### config.mk
export PLATFORM = sky130hd
export DESIGN_NAME = mmio_flush_cpl_arb
export DESIGN_NICKNAME = d
export VERILOG_FILES = /design/src/rtl/mmio_flush_cpl_arb.sv
export SDC_FILE = /design/constraint.sdc
export NUM_CORES = 1
export LEC_CHECK = 0
export ABC_AREA = 1
export ABC_CLOCK_PERIOD_IN_PS = 3190
export CAP_MARGIN = 10
export CELL_PAD_IN_SITES_DETAIL_PLACEMENT = 1
export CELL_PAD_IN_SITES_GLOBAL_PLACEMENT = 1
export CORE_AREA = 2 2 433 435
export DETAILED_ROUTE_END_ITERATION = 16
export DIE_AREA = 0 0 435 437
export PLACE_DENSITY_LB_ADDON = 0.08
export SYNTH_ARGS = -nofsm -noshare
export SYNTH_HDL_FRONTEND = slang
export SYNTH_SLANG_ARGS = --single-unit
### constraint.sdc
create_clock -name clk -period 3.19 [get_ports clk]
set_clock_uncertainty 0.2 [all_clocks]
set_input_delay 0.638 -clock clk [delete_from_list [all_inputs] [get_ports clk]]
set_output_delay 0.638 -clock clk [all_outputs]
set_load 0.05 [all_outputs]
### src/rtl/mmio_flush_cpl_arb.sv
// mmio_flush_cpl_arb: shares one TX completion stream between AFU traffic and generated MMIO completions.
// AFU packets are discarded whole while blocking; each pending MMIO read gets a generated 3DW CplD.
module mmio_flush_cpl_arb #(
    parameter int DATA_WIDTH = 512,
    parameter int TAG_WIDTH  = 10,
    parameter int CNT_WIDTH  = 16
) (
    input  logic                  clk,
    input  logic                  rst_n,
    input  logic                  i_afu_tvalid,
    output logic                  o_afu_tready,
    input  logic [DATA_WIDTH-1:0] i_afu_tdata,
    input  logic                  i_afu_tlast,
    output logic                  o_tx_tvalid,
    input  logic                  i_tx_tready,
    output logic [DATA_WIDTH-1:0] o_tx_tdata,
    output logic                  o_tx_tlast,
    output logic                  o_tx_gen,
    input  logic                  i_blocking_traffic,
    input  logic                  i_pend_valid,
    input  logic [TAG_WIDTH-1:0]  i_pend_tag,
    input  logic [9:0]            i_pend_len,
    input  logic [15:0]           i_pend_req_id,
    input  logic [6:0]            i_pend_addr_lo,
    input  logic [15:0]           i_cpl_id,
    output logic                  o_pend_ack,
    output logic [CNT_WIDTH-1:0]  o_drop_pkt_cnt,
    output logic [CNT_WIDTH-1:0]  o_gen_cpl_cnt
);
    typedef enum logic [1:0] {IDLE, AFU, GEN} state_t;

    state_t               state_q;
    logic                 afu_mid_q, disc_q, last_gen_q, ack_q;
    logic [95:0]          hdr_q;
    logic [CNT_WIDTH-1:0] drop_q, gen_q;

    logic        cur_disc, afu_req, pend_req, grant_afu, grant_gen, afu_own, afu_acc, tx_hs;
    logic [9:0]  tag10;
    logic [95:0] hdr_d;

    always_comb begin
        tag10        = 10'(i_pend_tag);
        // Once AFU owns the output its packet can no longer become a discard, even before the SOP is taken.
        cur_disc     = (state_q != AFU) && (afu_mid_q ? disc_q : i_blocking_traffic);
        afu_req      = i_afu_tvalid && !cur_disc;
        pend_req     = i_pend_valid && !ack_q;
        grant_afu    = (state_q == IDLE) && afu_req && (!pend_req || last_gen_q);
        grant_gen    = (state_q == IDLE) && pend_req && (!afu_req || !last_gen_q);
        afu_own      = rst_n && ((state_q == AFU) || grant_afu);
        o_tx_tvalid  = (state_q == GEN) || (afu_own && i_afu_tvalid);
        o_tx_tdata   = (state_q == GEN) ? {{(DATA_WIDTH-96){1'b1}}, hdr_q} : i_afu_tdata;
        o_tx_tlast   = (state_q == GEN) || (afu_own && i_afu_tlast);
        o_tx_gen     = (state_q == GEN);
        o_afu_tready = rst_n && (cur_disc || (afu_own && i_tx_tready));
        afu_acc      = i_afu_tvalid && o_afu_tready;
        tx_hs        = (state_q == GEN) && i_tx_tready;
        hdr_d        = {i_pend_req_id, tag10[7:0], 1'b0, i_pend_addr_lo,
                        i_cpl_id, 3'b000, 1'b0, {i_pend_len, 2'b00},
                        3'b010, 5'b01010, tag10[9], 3'b000, tag10[8], 9'b0, i_pend_len};
        o_pend_ack     = ack_q;
        o_drop_pkt_cnt = drop_q;
        o_gen_cpl_cnt  = gen_q;
    end

    always_ff @(posedge clk or negedge rst_n) begin
        if (!rst_n) begin
            state_q    <= IDLE;
            afu_mid_q  <= 1'b0;
            disc_q     <= 1'b0;
            last_gen_q <= 1'b0;
            ack_q      <= 1'b0;
            hdr_q      <= '0;
            drop_q     <= '0;
            gen_q      <= '0;
        end else begin
            state_q    <= (state_q == GEN) ? (i_tx_tready ? IDLE : GEN) :
                          grant_gen ? GEN :
                          (afu_own && !(afu_acc && i_afu_tlast)) ? AFU : IDLE;
            afu_mid_q  <= afu_acc ? !i_afu_tlast : afu_mid_q;
            disc_q     <= (afu_acc && !afu_mid_q) ? cur_disc : disc_q;
            last_gen_q <= grant_gen ? 1'b1 : grant_afu ? 1'b0 : last_gen_q;
            ack_q      <= tx_hs;
            hdr_q      <= grant_gen ? hdr_d : hdr_q;
            if (afu_acc && cur_disc && i_afu_tlast && drop_q != '1)
                drop_q <= drop_q + 1'b1;
            if (tx_hs && gen_q != '1)
                gen_q <= gen_q + 1'b1;
        end
    end
endmodule
==> impl_metrics.json, run 1 <==
{
  "outcome": "finished, final reports clean",
  "setup_tns_ps": 0,
  "synth_flop_cell": "dfrtp_1",
  "rows": 158,
  "drv_cap": 0,
  "ff2ff_path_depth": 10,
  "post-route-period-util": 0.956,
  "synth_common_cells": "or2_2 (416), nand2_1 (260), dfrtp_1 (98), clkbuf_1 (63), mux2_2 (56)",
  "synthArstFlopShare": 1.00,
  "holdCritPathClass": "reg2reg",
  "cp_cell_sequence": "clkdlybuf4s50_1 > inv_1 > nand2_1 > nand3_4 > nand4_1 > nand2_1 > nand2_1 > o21ai_1 > buf_4 > buf_12",
  "totalWireLength_um": 138000,
  "fin_util": 0.146,
  "dpl.hpwl_um": 126000,
  "fin_crit_ps": 3050,
  "avgSynthCellArea_um2": 7.37,
  "yosysWarnings": 0,
  "worst_slew_pin_slew_ps": 750,
  "critPathKind": "in2out",
  "critPathCaptureType": "output pin",
  "grt_max_degree": 94,
  "p_leak_uw": 0.0113,
  "synth_top_area_share": 0.323,
  "path_max_fanout": 3,
  "critPathTopFamily": "buffers and inverters",
  "cts_tree": "done",
  "start_util": 0.0435,
  "clk_pin_slew_worst_paths_ps": 90,
  "routabilityCongestion": 1.00,
  "final_area_um2": 26900,
  "yosys.area.top_type": "or2_2",
  "die-height_um": 437,
  "fin_nets": 2770,
  "slowest_stage": "clkdlybuf4s50_1",
  "grt.busiest_layer": "met2",
  "cts-root-buf": "clkbuf_16",
  "setup_violations": 0,
  "ant_nets": 0,
  "yosysSeqAreaShare": 0.305,
  "rsz0062_at_grt": "false",
  "io_pins": 1127,
  "drive_above_1_share": 0.479,
  "synth_seq_cells": 98,
  "hold_viol": 0,
  "whs_path_depth": 2,
  "cp.arrival_ps": 2210,
  "start_kind": "primary input",
  "cpMostUsedCell": "nand2_1",
  "grt_pass1_wl_um": 169000,
  "ys_types": 27,
  "grt_overflow_total": 0,
  "finalMaxSlewViolations": 0,
  "cp_data_required_time_ps": 2350,
  "io_buffers": 1126,
  "dieArea_um2": 190000,
  "antenna_found_initial": 95,
  "synth.area.top_cells": "or2_2 (32%), dfrtp_1 (30%), nand2_1 (12%), mux2_2 (7.8%), clkbuf_1 (2.9%)",
  "vias": 12200,
  "synth_edf_count": 0,
  "clock-sinks": 98,
  "fp.dieW_um": 435,
  "clock_latency_ps": 400,
  "netlist_instances": 1092,
  "vias_per_cell": 2.61,
  "clockBufferDepth": 2,
  "wl_per_cell_um": 29.5,
  "drt_iter0_markers": 434,
  "relSlewSlack": 0.499,
  "synth.most_common_cell": "or2_2",
  "coreArea_um2": 185000,
  "cp_num_cells": 10,
  "drc_errors": 0,
  "cts_made_buffers": 9,
  "power_density_nw_per_um2": 1010,
  "met1_usage": 0.140,
  "setup_ws_ps": 141,
  "met3_usage": 0.0401,
  "first_global_vias": 13100,
  "syn_to_final_growth_pct": 235,
  "syn_area_um2": 8050,
  "whs_ps": 290,
  "irDropWorstVdd_mv": 0.393,
  "grt_usage": 0.141,
  "placed_area_um2": 26600,
  "synth_nets": 1672,
  "fmax_ghz": 0.328,
  "worst-path-buf-inv": 4,
  "place_ws_ps": -27.6,
  "dr.pass1.iters": 4,
  "slowest_delay_ps": 400,
  "use_met2": 0.287,
  "cts-htree-levels": 3
}
-- metal layers --
layer	wire length, µm	part of all wire
met2	79500	0.58
met4	2050	0.015
met5	155	0.0011
met3	8900	0.065
met1	47400	0.34
-- registers in the layout, indices dropped and copies added (netlist names) --
signal and count:
afu_mid_q 1, disc_q 1, hdr_q 60, last_gen_q 1
o_drop_pkt_cnt 16, o_gen_cpl_cnt 16, o_pend_ack 1, state_q 2
-- cell usage in the layout (no fill, tap or decap), drive strengths merged, types with 2 or more instances in the layout --
cell and count:
nand3 18, nor3 5, ha 2, inv 55
clkbuf 9, mux2 60, clkinv 5, o21ai 9
nand4 9, buf 546, clkdlybuf4s50 609, nor2 57
or2 416, dfrtp 98, diode 10, nand3b 2
xnor2 13, xor2 14, nand2 262
-- worst register-to-register path: cells and delay by family (launching register included) --
kind | cells | cell delay, ps
simple gates | 6 | 1140
buf+inv | 3 | 400
flops | 1 | 350
compound gates | 1 | 180
-- where the power goes --
part	switching (µW)	total, µW	internal [µW]
clock network	676	1230	552
logic	14400	24000	9580
registers	295	2010	1710
total	15400	27200	11800
-- per-stage QoR --
| stage | power (µW) | cells |
|---|---|---|
| finish | 27200 | 4685 |
| global route | 28300 | 4679 |
| CTS | 28000 | 4675 |
| detailed placement | 26600 | 4657 |
| global placement | 26600 | 4657 |
| floorplan | 13300 | 1092 |
-- worst paths after layout --
kind,from,endpoint,slack [ps]
worst min register to register,disc_q,disc_q,290
worst max register to register,state_q[1],o_gen_cpl_cnt[9],830
min in group asynchronous,rst_n,disc_q,420
worst max-delay path,i_blocking_traffic,o_tx_tvalid,140
max in group asynchronous,rst_n,hdr_q[38],1460
worst min-delay path,disc_q,disc_q,290
-- cells by family after synthesis --
logic type,synth area share
simple gates,0.506
buf+inv,0.0648
flops,0.305
mux,0.0858
xor+xnor,0.0294
compound gates,0.00622
fa+ha+maj,0.00311
-- repair_timing --
action | CTS | global route
endpoints found under the hold margin | 5 | 0
hold buffers | 1 | 0
pin swaps | 1 | 0
setup buffers | 1 | 0
setup endpoints to repair | 179 | 8
gates resized for setup | 1 | 5
-- area by class of cell --
class / instances / area [µm²]
clock inverter: 7 / 70.1
antenna: 10 / 25.0
fill: 21400 / 158000
clock buffer: 9 / 225
sequential: 98 / 2450
inverter: 54 / 204
timing repair buffer: 1156 / 15800
multi-input combinational: 871 / 5080
tap: 2480 / 3100
Power figures use the tool's default switching activity.
==> run 2: changes to the inputs <==
Settings changed: TNS_END_PERCENT from default to 30.
==> results of run 2 <==
Same layout as run 1: the final DEF is identical, and so are final timing and power.
==> run 3: changes to the inputs <==
Settings changed: CTS_CLUSTER_SIZE from default to 28.
==> results of run 3 <==
Same layout as run 1: the final DEF is identical, and so are final timing and power.
